**src/rtl/xge_mac_wb_ctrl.sv**
```systemverilog
// Wishbone master sequencer for the XGE MAC: config writes, interrupt-pending reads, host pass-through.
// Latency: a beat is issued one cycle after grant, ends on wb_ack_o or TIMEOUT, then one GAP cycle.
// Backpressure: host_req is a level held until host_ack; cfg_start pulses collapse while pending.
module xge_mac_wb_ctrl #(
  parameter logic [7:0] ADR_CONFIG   = 8'h00,
  parameter logic [7:0] ADR_INT_PEND = 8'h08,
  parameter logic [7:0] ADR_INT_MASK = 8'h10,
  parameter int         TIMEOUT      = 16
) (
  input  logic        wb_clk_i,
  input  logic        wb_rst_i,
  input  logic        cfg_start,
  input  logic [31:0] cfg_data,
  input  logic [31:0] cfg_mask,
  output logic        cfg_done,
  output logic        cfg_err,
  input  logic        host_req,
  input  logic        host_we,
  input  logic [7:0]  host_adr,
  input  logic [31:0] host_wdat,
  output logic        host_ack,
  output logic [31:0] host_rdat,
  output logic        host_err,
  output logic        irq_valid,
  output logic [31:0] irq_pending,
  output logic        wb_cyc_i,
  output logic        wb_stb_i,
  output logic        wb_we_i,
  output logic [7:0]  wb_adr_i,
  output logic [31:0] wb_dat_i,
  input  logic [31:0] wb_dat_o,
  input  logic        wb_ack_o,
  input  logic        wb_int_o
);

  typedef enum logic [2:0] {
    IDLE    = 3'd0,
    CFG_WR  = 3'd1,
    MASK_WR = 3'd2,
    INT_RD  = 3'd3,
    HOST    = 3'd4,
    GAP     = 3'd5
  } state_t;

  localparam logic [7:0] TMO_LAST = 8'(TIMEOUT - 1);

  state_t      state;
  logic        cfg_pend;
  logic        mask_next;   // CFG_WR acked: the GAP leads straight into MASK_WR
  logic        done_pend;   // config sequence finished: report after its final GAP
  logic        done_err;
  logic        host_hold;   // keeps a still-high host_req from re-granting right after host_ack
  logic [7:0]  tmo_cnt;
  logic [2:0]  holdoff;

  logic        cfg_req;
  logic        in_xfer;
  logic        tmo_hit;

  // A pulse arriving in the very cycle config is granted is absorbed by that grant.
  assign cfg_req = cfg_pend | cfg_start;
  assign in_xfer = (state == CFG_WR) || (state == MASK_WR) || (state == INT_RD) || (state == HOST);
  assign tmo_hit = in_xfer && !wb_ack_o && (tmo_cnt == TMO_LAST);

  // Remember config requests until the sequence is actually granted.
  always_ff @(posedge wb_clk_i) begin
    if (wb_rst_i) begin
      cfg_pend <= 1'b0;
    end else if (state == IDLE && cfg_req) begin
      cfg_pend <= 1'b0;
    end else begin
      cfg_pend <= cfg_req;
    end
  end

  // Main sequencer: arbitration, single-beat Wishbone cycles, timeout and result pulses.
  always_ff @(posedge wb_clk_i) begin
    if (wb_rst_i) begin
      state       <= IDLE;
      mask_next   <= 1'b0;
      done_pend   <= 1'b0;
      done_err    <= 1'b0;
      host_hold   <= 1'b0;
      tmo_cnt     <= 8'd0;
      holdoff     <= 3'd0;
      wb_cyc_i    <= 1'b0;
      wb_stb_i    <= 1'b0;
      wb_we_i     <= 1'b0;
      wb_adr_i    <= 8'd0;
      wb_dat_i    <= 32'd0;
      cfg_done    <= 1'b0;
      cfg_err     <= 1'b0;
      host_ack    <= 1'b0;
      host_rdat   <= 32'd0;
      host_err    <= 1'b0;
      irq_valid   <= 1'b0;
      irq_pending <= 32'd0;
    end else begin
      cfg_done    <= 1'b0;
      cfg_err     <= 1'b0;
      host_ack    <= 1'b0;
      host_rdat   <= 32'd0;
      host_err    <= 1'b0;
      irq_valid   <= 1'b0;
      irq_pending <= 32'd0;
      host_hold   <= 1'b0;
      if (holdoff != 3'd0) holdoff <= holdoff - 3'd1;

      case (state)
        IDLE: begin
          if (cfg_req) begin
            state    <= CFG_WR;
            wb_cyc_i <= 1'b1;
            wb_stb_i <= 1'b1;
            wb_we_i  <= 1'b1;
            wb_adr_i <= ADR_CONFIG;
            wb_dat_i <= cfg_data;
            tmo_cnt  <= 8'd0;
          end else if (wb_int_o && holdoff == 3'd0) begin
            state    <= INT_RD;
            wb_cyc_i <= 1'b1;
            wb_stb_i <= 1'b1;
            wb_we_i  <= 1'b0;
            wb_adr_i <= ADR_INT_PEND;
            wb_dat_i <= 32'd0;
            tmo_cnt  <= 8'd0;
          end else if (host_req && !host_hold) begin
            state    <= HOST;
            wb_cyc_i <= 1'b1;
            wb_stb_i <= 1'b1;
            wb_we_i  <= host_we;
            wb_adr_i <= host_adr;
            wb_dat_i <= host_we ? host_wdat : 32'd0;
            tmo_cnt  <= 8'd0;
          end
        end

        CFG_WR, MASK_WR, INT_RD, HOST: begin
          if (wb_ack_o || tmo_hit) begin
            state    <= GAP;
            wb_cyc_i <= 1'b0;
            wb_stb_i <= 1'b0;
            wb_we_i  <= 1'b0;
            wb_adr_i <= 8'd0;
            wb_dat_i <= 32'd0;
            tmo_cnt  <= 8'd0;
            if (state == CFG_WR) begin
              if (wb_ack_o) begin
                mask_next <= 1'b1;
              end else begin
                done_pend <= 1'b1;
                done_err  <= 1'b1;
              end
            end else if (state == MASK_WR) begin
              done_pend <= 1'b1;
              done_err  <= !wb_ack_o;
            end else if (state == INT_RD) begin
              holdoff <= 3'd4;
              if (wb_ack_o) begin
                irq_valid   <= 1'b1;
                irq_pending <= wb_dat_o;
              end
            end else begin
              host_ack  <= 1'b1;
              host_err  <= !wb_ack_o;
              host_rdat <= (wb_ack_o && !wb_we_i) ? wb_dat_o : 32'd0;
              host_hold <= 1'b1;
            end
          end else begin
            tmo_cnt <= tmo_cnt + 8'd1;
          end
        end

        GAP: begin
          host_hold <= host_hold;
          if (mask_next) begin
            mask_next <= 1'b0;
            state     <= MASK_WR;
            wb_cyc_i  <= 1'b1;
            wb_stb_i  <= 1'b1;
            wb_we_i   <= 1'b1;
            wb_adr_i  <= ADR_INT_MASK;
            wb_dat_i  <= cfg_mask;
            tmo_cnt   <= 8'd0;
          end else begin
            state <= IDLE;
            if (done_pend) begin
              cfg_done  <= 1'b1;
              cfg_err   <= done_err;
              done_pend <= 1'b0;
              done_err  <= 1'b0;
            end
          end
        end

        default: state <= IDLE;
      endcase
    end
  end

endmodule

```
**config.mk**
```make
export PLATFORM = sky130hd
export DESIGN_NAME = xge_mac_wb_ctrl
export DESIGN_NICKNAME = d
export VERILOG_FILES = /design/src/rtl/xge_mac_wb_ctrl.sv
export SDC_FILE = /design/constraint.sdc
export NUM_CORES = 1
export LEC_CHECK = 0
export BUFFER_PORTS_ARGS = -buffer_cell sky130_fd_sc_hd__buf_4
export CAP_MARGIN = 20
export CORE_MARGIN = 4
export CORE_UTILIZATION = 40
export CTS_CLUSTER_DIAMETER = 100
export DETAILED_ROUTE_END_ITERATION = 8
export PLACE_DENSITY = 0.69
export SLEW_MARGIN = 20
export SYNTH_ARGS = -nofsm -noshare
export SYNTH_HDL_FRONTEND = slang
export SYNTH_SLANG_ARGS = --single-unit
```
**constraint.sdc**
```tcl
create_clock -name wb_clk_i -period 2.1 [get_ports wb_clk_i]
set_input_delay 0.105 -clock wb_clk_i [delete_from_list [all_inputs] [get_ports wb_clk_i]]
set_output_delay 0.105 -clock wb_clk_i [all_outputs]
set_load 0.03 [all_outputs]
```
==> results of run 1 <==
-- state kept, by name, indices dropped and copies added (netlist names), 3 cells and up --
register	cells
state	3
holdoff	3
host_rdat	32
wb_dat_i	32
wb_adr_i	8
tmo_cnt	8
irq_pending	32
-- layer usage --
layer / up-vias / GRT usage / routed length [µm]
met1: 2722 / 0.269 / 7580
met5: - / 0 / 0
li1: 2750 / - / -
met2: 224 / 0.414 / 10500
met4: 0 / 0.0899 / 491
met3: 43 / 0.0429 / 1130
-- kinds of logic (layout without fill, tap and decap cells) --
kind of cell / after synthesis / in the layout / synth area share
and+or+nand+nor: 254 / 254 / 0.259
DFF: 130 / 130 / 0.454
xor gates and xnor gates: 1 / 1 / 0.00153
muxes: 43 / 43 / 0.0753
adders and majority gates: 3 / 3 / 0.00655
AOI/OAI and AO/OA: 110 / 110 / 0.153
buffers and inverters: 66 / 357 / 0.0513
-- worst paths after layout --
kind | startpoint | end
min | wb_rst_i | tmo_cnt[1]
max reg2reg | tmo_cnt[7] | wb_dat_i[22]
min reg2reg | done_err | cfg_err
max | tmo_cnt[7] | wb_dat_i[22]
-- cells in the final DEF, fill, tap and decap left out, drive strengths merged, types with 11 or more instances in the layout --
master,n
nor2,11
nand2b,47
buf,276
clkbuf,20
a221o,32
nand2,45
a21oi,11
mux2i,42
dlygate4sd3,39
nand4,33
dfxtp,130
a22oi,33
nor3,11
and2,67
-- power by group --
part	total, mW	switching, mW	internal [mW]
registers	3.07	0.255	2.82
logic	4.04	2.28	1.76
clock network	3.10	1.08	2.02
total	10.2	3.62	6.60
-- worst max-delay path, stage by stage, from the launching register on --
cell       delay (ns)
dfxtp_1          0.33
or3_4            0.41
or3_4            0.39
a211o_4          0.43
clkbuf_16        0.23
mux2i_1          0.13
-- cell type report --
type                            count  share of cell area
Sequential cell                   130               0.292
Clock inverter                     13              0.0206
Timing Repair Buffer              316               0.287
Multi-Input combinational cell    411               0.322
Inverter                            9             0.00379
Tap cell                          180              0.0253
Clock buffer                       19              0.0497
-- through the flow --
step	setup slack [ns]	cell area [µm²]	hold WS, ns
floorplan	0.190	5730	0.184
global placement	0.106	7850	0.312
detailed placement	0.0647	7850	0.316
CTS	0.0395	8870	0.0103
global route	-0.00151	8920	0.0348
finish	0.0648	8920	0.0242
-- timing repair --
action | 4_1_cts | 5_1_grt
gates resized for setup | 0 | 4
hold buffers | 39 | 0
endpoints found under the hold margin | 71 | 0
endpoints found under the setup margin | 0 | 30
==> reports/metrics.csv, run 1 <==
stage,metric,value,unit
timing,skew,0.00902,ns
power_and_ir_drop,irDropWorstVdd,776,µV
yosys,netlist_area,5730,µm²
job,maxCapViolations,0,
detailed_routing,vias,5739,
min_path,holdPathStages,2,
global_route,grt.overflow.total,0,
clock_network,clock_path_buffers,2,
power_and_ir_drop,total_power,10.2,mW
global_route,track_usage,0.230,
power_and_ir_drop,p_leak,3.84,nW
final_layout,finalNetCount,1031,
placed_design,dp_hpwl,14.0,mm
detailed_routing,dr.pass1.iters,5,
power_and_ir_drop,power_density,1140,nW/µm²
timing,tightest_slew,0.455,ns
timing,slew_headroom,0.689,
setup_path,r2r_slack,0.06,ns
yosys,synthTopCellsByArea,"dfxtp_1 45%, mux2i_1 7.3%, and2_1 7.3%",
timing,hold_violations,0,
min_path,hp-class,input pin to register,
yosys,synth_most_common_cell,dfxtp_1,
detailed_routing,post-route-drc-count,0,
timing,layout_min_cycle_time,2.04,ns
yosys,synthDistinctLibCells,50,
final_layout,areaGrowthSynthToFinish,55.6,%
final_layout,n_antenna_cell,0,
setup_path,worstSetupEndpointType,register,
global_route,grt_first_pass_wirelength,29.7,mm
clock_network,clkTransAtPathRegs,0.06,ns
die,num_rows,43,
timing,setup_viol,0,
global_route,grt_pass1_vias,5629,
yosys,ys_warn_count,0,
final_layout,multi_input_area,2870,µm²
detailed_routing,drtIter0Drc,294,
global_route,grt_max_degree,66,
outcome,status,"finished, final reports clean",
die,io_pins,255,
clock_network,insertion_delay,0.42,ns
setup_path,cp_max_fo,15,
clock_network,cts_buffers,17,
placed_design,placed_cells,1006,
yosys,synth_seq_cells,130,
clock_network,clockRootBuffer,clkbuf_16,
setup_path,cp_data_arrival_time,2.33,ns
yosys,seq_area_frac_synth,0.454,
die,die_h,128,µm
yosys,syn_inst,607,
final_layout,drive_gt1_frac,0.359,
die,start_util,0.411,
setup_path,critical_path_class,register to register,
setup_path,startpoint_type,register,
detailed_routing,post_drt_wl_per_cell,18.3,µm
yosys,ys.flop_type,dfxtp_1,
yosys,synth_top_area_cell,dfxtp_1,
detailed_routing,via_per_inst,5.32,
yosys,yosys.area.top_type_share,0.454,
timing,fin_setup_tns,0,ns
placed_design,place_congestion,0.857,
setup_path,cp.required,2.40,ns
setup_path,r2r.worst_path.cells,5,
global_route,antenna_found_initial,0,
timing,finalMaxSlewViolations,0,
yosys,syn_nets,753,
clock_network,post_cts_buffers,0,
yosys,postSynthAreaPerCell,9.44,µm²
yosys,synth_edf_count,0,
clock_network,cts-htree-levels,4,
yosys,async_flop_share,0,
die,dieArea,16300,µm²
final_layout,post-route-util,0.640,
final_layout,finalNonFillerCells,1078,
detailed_routing,ant_nets,0,
final_layout,nFillCells,1115,
final_layout,ff_latch_area,2600,µm²
yosys,ys_top_cells_by_count,"130 x dfxtp_1, 67 x and2_1, 47 x nand2b_1, 45 x nand2_1, 44 x clkbuf_1",
detailed_routing,finalWirelength,19.7,mm
die,die_w,128,µm
placed_design,port_buffers,254,
clock_network,cts_num_sinks,130,
timing,fmax,491,MHz
timing,fin_crit_sh,0.969,
die,core_region_area,13900,µm²
clock_network,cts_tree,yes,
(Power assumes the default switching activity.)
==> run 2: changes to the inputs <==
- CORE_UTILIZATION: 40 -> 47
- PLACE_DENSITY: 0.69 -> 0.84
==> run 2 against run 1 <==
  * Critical path depth down 1
  * Largest cell class unchanged
  * Sequential share of layout area up 0.12 points
  * Die area down 14%
  * Combinational power about the same
  * Setup slack better by 0.00094 ns
  * Design area down 0.41%
  * Non-clock buffer count up 7
  * Power up 0.23%
  * Hold slack better by 0.072 ns
==> reports/metrics.csv, run 2 (synthesis results as in run 1) <==
stage,metric,value,unit,change
final_layout,post-route-util,0.743,,+0.103
final_layout,finalNetCount,1038,,+0.68%
final_layout,drive_gt1_frac,0.362,,+0.00386
setup_path,critical_path_class,register to register,,
detailed_routing,post_drt_wl_per_cell,19.1,µm,+4.1%
die,dieArea,14000,µm²,-14%
global_route,track_usage,0.272,,+0.0416
timing,skew,0.00953,ns,+0.000515 ns
final_layout,final_area,8880,µm²,-0.41%
setup_path,cp_data_arrival_time,2.32,ns,about the same
global_route,grt.overflow.total,0,,unchanged
timing,hold_violations,0,,unchanged
detailed_routing,dr.pass1.iters,5,,unchanged
die,start_util,0.479,,+0.0679
setup_path,cp_common_cell,or3_4,,
clock_network,cts-htree-levels,4,,unchanged
clock_network,clockRootBuffer,clkbuf_16,,
global_route,grt_pass1_vias,5842,,+3.8%
clock_network,cts_tree,yes,,
detailed_routing,via_per_inst,5.67,,+6.5%
setup_path,startpoint_type,register,,
clock_network,insertion_delay,0.41,ns,about the same
setup_path,cp_slowest_cell,a211o_4,,
timing,tightest_slew,0.429,ns,-0.0260 ns
die,core_region_area,12000,µm²,-14%
outcome,status,"finished, final reports clean",,
timing,layout_min_cycle_time,2.03,ns,-0.000942 ns
power_and_ir_drop,power_density,1150,nW/µm²,+0.64%
final_layout,n_antenna_cell,0,,unchanged
final_layout,layout_common_cells,"280 x buf_4, 130 x dfxtp_1, 67 x and2_1, 47 x nand2b_1, 45 x nand2_1",,
setup_path,cp.required,2.39,ns,about the same
final_layout,areaGrowthSynthToFinish,54.9,%,
global_route,grt_max_degree,42,,-36%
final_layout,reg_top3,"host_rdat: 32 flops, irq_pending: 32 flops, wb_dat_i: 32 flops",,
detailed_routing,drtIter0Drc,520,,+77%
timing,setup_viol,0,,unchanged
clock_network,post_cts_buffers,0,,unchanged
detailed_routing,post-route-drc-count,0,,unchanged
setup_path,cp_max_fo,7,,-8
setup_path,cpPeakStageDelay,0.42,ns,about the same
timing,fin_crit_sh,0.969,,about the same
detailed_routing,ant_nets,0,,unchanged
clock_network,cts_num_sinks,130,,unchanged
min_path,hp-class,input pin to register,,
placed_design,dp_hpwl,13.6,mm,-2.3%
die,io_pins,255,,unchanged
die,num_rows,40,,-7.0%
setup_path,crit_chain,"or3_4, or3_4, a211o_4, mux2_1",,
clock_network,clock_path_buffers,2,,unchanged
setup_path,worstSetupEndpointType,register,,
clock_network,clkTransAtPathRegs,0.06,ns,about the same
power_and_ir_drop,p_leak,3.86,nW,+0.50%
placed_design,postPlaceCellArea,7860,µm²,+0.14%
timing,finalMaxSlewViolations,0,,unchanged
final_layout,final_common_cell,buf_4,,
job,maxCapViolations,0,,unchanged
timing,timing.final.ws_setup,0.0657,ns,+0.000942 ns
clock_network,cts_buffers,17,,unchanged
die,die_h,118,µm,-7.3%
placed_design,place_worst_setup_slack,0.0827,ns,+0.0180 ns
placed_design,place_congestion,0.886,,+3.4%
detailed_routing,finalWirelength,20.0,mm,+1.6%
die,die_w,118,µm,-7.3%
detailed_routing,vias,5966,,+4.0%
timing,slew_headroom,0.706,,+0.0177
timing,fmax,492,MHz,about the same
power_and_ir_drop,irDropWorstVdd,712,µV,-8.1%
global_route,grt_first_pass_wirelength,30.8,mm,+3.9%
placed_design,port_buffers,254,,unchanged
power_and_ir_drop,total_power,10.2,mW,+0.23%
global_route,antenna_found_initial,0,,unchanged
## run 2: power breakdown
group / total [mW] / switching, mW / internal, mW
registers: 3.07 / 0.253 / 2.82
logic: 4.05 / 2.30 / 1.75
clock network: 3.11 / 1.19 / 1.92
total: 10.2 / 3.75 / 6.48
## run 2: worst paths after layout
check	from	to	slack [ns]	cells after the start
min reg2reg	wb_adr_i[6]	wb_adr_i[6]	0.48	2
min	wb_rst_i	host_hold	0.1	3
max reg2reg	tmo_cnt[5]	wb_adr_i[3]	0.07	4
max	tmo_cnt[5]	wb_adr_i[3]	0.07	4
## run 2: layer usage
layer | GRT usage | part of all wire | vias to the layer above | wire length (µm)
met5 | 0 | 0 | - | 0
met4 | 0.117 | 0.044 | 0 | 873
met3 | 0.0612 | 0.065 | 72 | 1300
met2 | 0.496 | 0.52 | 323 | 10400
met1 | 0.301 | 0.37 | 2798 | 7460
li1 | - | - | 2773 | -
## run 2: what timing repair did
action	CTS	global route
hold buffers	39	0
endpoints found under the setup margin	0	32
endpoints found under the hold margin	71	0
resized for setup	0	1
## run 2: cell type report
cell class	instances	area, µm²
timing repair buffer	323	2570
clock buffer	18	429
fill	789	3080
tap	147	184
multi-input combinational	411	2870
sequential	130	2600
clock inverter	14	191
inverter	9	33.8
## run 2: worst max-delay path, delay by kind of cell, from the launching register on
kind	cells	cell delay [ns]
AOI/OAI and AO/OA	1	0.42
muxes	1	0.33
and+or+nand+nor	2	0.80
DFF	1	0.36
## run 2: metrics by stage
step	hold slack, ns	cells	setup TNS, ns
after floorplan	0.184	607	0
after global placement	0.313	981	0
after CTS	0.0515	1052	0
after global routing	0.0803	1052	-0.0595
after detailed placement	0.317	981	0
final	0.0963	1052	0
==> run 3: changes to the inputs <==
- CORE_ASPECT_RATIO: default -> 0.6
- CORE_UTILIZATION: 47 -> 49
- CTS_BUF_LIST: default -> sky130_fd_sc_hd__clkbuf_4 sky130_fd_sc_hd__clkbuf_8
- PLACE_DENSITY: 0.84 -> 0.87
- RECOVER_POWER: default -> 100
==> run 3 against run 2 <==
  * Maximum frequency rose by 2.3%
  * Critical path depth is 1 higher
  * Die area shrank 3.4%
  * Design area down 7.8%
  * First-iteration DRC count shrank 6.0%
  * Utilization shrank 2.2 points
  * Clock skew is 0.0045 ns higher
  * Wire length increased by 5.2%
  * Count of clock-buffer cells in the layout increased by 1
  * Flip-flop and latch count unchanged
  * Hold slack lost 0.020 ns
  * Setup slack better by 0.046 ns
  * Largest cell class unchanged
  * Largest power group unchanged
  * Highest routed layer unchanged
==> reports/metrics.csv, run 3 (synthesis results as in run 1) <==
stage,metric,value,unit,change
outcome,status,"finished, final reports clean",,
final_layout,n_antenna_cell,0,,unchanged
detailed_routing,ant_nets,0,,unchanged
setup_path,path_buf_inv,1,,+1
final_layout,finalNetCount,1030,,-0.77%
timing,hold_violations,0,,unchanged
clock_network,clock_path_buffers,2,,unchanged
clock_network,cts_tree,yes,,
detailed_routing,dr.pass1.iters,5,,unchanged
setup_path,r2r_start,tmo_cnt[5],,
placed_design,postPlaceCellArea,7840,µm²,-0.30%
setup_path,crit_family,simple AND/OR/NAND/NOR gates,,
detailed_routing,drtIter0Drc,489,,-6.0%
global_route,grt_pass1_vias,6144,,+5.2%
final_layout,layout_common_cells,"154 x buf_4, 128 x dfxtp_1, 114 x clkbuf_1, 47 x nand2b_1, 45 x nand2_1",,
die,core_region_area,11400,µm²,-4.9%
global_route,antenna_found_initial,0,,unchanged
timing,slew_headroom,0.618,,-0.0889
final_layout,reg_top3,"host_rdat: 32 flops, irq_pending: 32 flops, wb_dat_i: 32 flops",,
power_and_ir_drop,power_density,1100,nW/µm²,-4.6%
min_path,hp-class,input pin to register,,
global_route,track_usage,0.304,,+0.0322
setup_path,critical_path_class,register to register,,
die,die_w,148,µm,+25%
setup_path,worstSetupEndpointType,register,,
timing,rsz0062_at_grt,false,,
timing,fin_crit_sh,0.947,,-0.0218
clock_network,clkTransAtPathRegs,0.08,ns,+0.02 ns
timing,finalMaxSlewViolations,0,,unchanged
power_and_ir_drop,p_leak,3.20,nW,-17%
timing,setup_viol,0,,unchanged
clock_network,insertion_delay,0.43,ns,+0.02 ns
placed_design,dp_hpwl,14.4,mm,+5.9%
die,start_util,0.504,,+0.0248
setup_path,crit_chain,"or3_4, or3_4, a211o_4, buf_12, mux2i_1",,
die,die_h,91.8,µm,-23%
die,io_pins,255,,unchanged
power_and_ir_drop,irDropWorstVdd,687,µV,-3.6%
timing,fin_setup_tns,0,ns,unchanged
placed_design,port_buffers,254,,unchanged
min_path,worstHoldStart,cfg_mask[5],,
setup_path,crit_start,tmo_cnt[5],,
detailed_routing,finalWirelength,21.1,mm,+5.2%
final_layout,areaGrowthSynthToFinish,42.9,%,
detailed_routing,vias,6013,,+0.79%
timing,layout_min_cycle_time,1.99,ns,-0.0457 ns
final_layout,nFillCells,913,,+16%
detailed_routing,post_drt_wl_per_cell,20.0,µm,+4.7%
setup_path,cp.required,2.45,ns,+0.06 ns
timing,fmax,503,MHz,+2.3%
timing,skew,0.0140,ns,+0.00451 ns
detailed_routing,post-route-drc-count,0,,unchanged
clock_network,clockRootBuffer,clkbuf_8,,
die,num_rows,30,,-25%
setup_path,cp_max_fo,20,,+13
final_layout,final_area,8190,µm²,-7.8%
detailed_routing,via_per_inst,5.69,,+0.31%
global_route,grt_max_degree,71,,+69%
placed_design,placed_cells,986,,+0.51%
setup_path,cp_data_arrival_time,2.34,ns,+0.02 ns
final_layout,finalNonFillerCells,1057,,+0.48%
final_layout,ff_latch_area,2610,µm²,about the same
final_layout,drive_gt1_frac,0.231,,-0.132
placed_design,place_congestion,0.868,,-2.1%
clock_network,cts_buffers,17,,unchanged
setup_path,startpoint_type,register,,
setup_path,cp_slowest_cell,or3_4,,
final_layout,final_common_cell,buf_4,,
setup_path,cpPeakStageDelay,0.39,ns,-0.03 ns
clock_network,cts-htree-levels,4,,unchanged
die,dieArea,13600,µm²,-3.4%
job,maxCapViolations,0,,unchanged
setup_path,cp_common_cell,or3_4,,
global_route,grt.overflow.total,0,,unchanged
global_route,grt_first_pass_wirelength,32.8,mm,+6.3%
timing,tightest_slew,0.574,ns,+0.145 ns
final_layout,multi_input_area,2860,µm²,-0.39%
clock_network,cts_num_sinks,130,,unchanged
run 3: final timing paths:
kind / end / slack (ns) / cells after the start
worst max-delay path: wb_dat_i[0] / 0.11 / 5
worst min register to register: cfg_err / 0.46 / 1
worst min-delay path: wb_dat_i[5] / 0.08 / 4
worst max register to register: wb_dat_i[0] / 0.11 / 5
run 3: area by class of cell:
cell class	instances	area share
Clock inverter	13	0.0166
Tap cell	160	0.0244
Clock buffer	19	0.0312
Inverter	9	0.00412
Timing Repair Buffer	315	0.257
Multi-Input combinational cell	411	0.349
Sequential cell	130	0.318
run 3: through the flow:
stage	setup slack, ns	total power [mW]	util	hold slack, ns
after global routing	0.0137	9.42	0.720	0.0776
after CTS	0.0426	9.16	0.758	0.0665
final	0.111	9.00	0.720	0.0768
after floorplan	0.190	5.64	-	0.184
after global placement	0.164	6.88	0.689	0.313
after detailed placement	0.0868	7.02	0.689	0.318
run 3: report_power, final:
part / internal [mW] / total [mW] / switching [mW]
logic: 1.48 / 3.82 / 2.35
registers: 2.82 / 3.09 / 0.267
clock network: 1.10 / 2.10 / 1.00
total: 5.39 / 9.00 / 3.62
run 3: routing by layer:
metal  part of all wire  up-vias  GRT usage
li1                   -     2752          -
met1               0.38     2854      0.360
met2               0.49      335      0.516
met3              0.093       72     0.0899
met4              0.037        0      0.128
met5                  0        -          0
run 3: repair_timing:
| item | 4_1_cts | 5_1_grt |
|---|---|---|
| endpoints found under the hold margin | 71 | 0 |
| gates resized for setup | 0 | 5 |
| buffers inserted | 0 | 0 |
| endpoints found under the setup margin | 0 | 41 |
| hold buffers | 39 | 0 |
run 3: worst reg2reg max path: cells and delay by family, from the launching register on:
family | cells | cell delay [ns]
buf+inv | 1 | 0.19
simple gates | 2 | 0.77
mux | 1 | 0.21
flops | 1 | 0.36
compound gates | 1 | 0.39
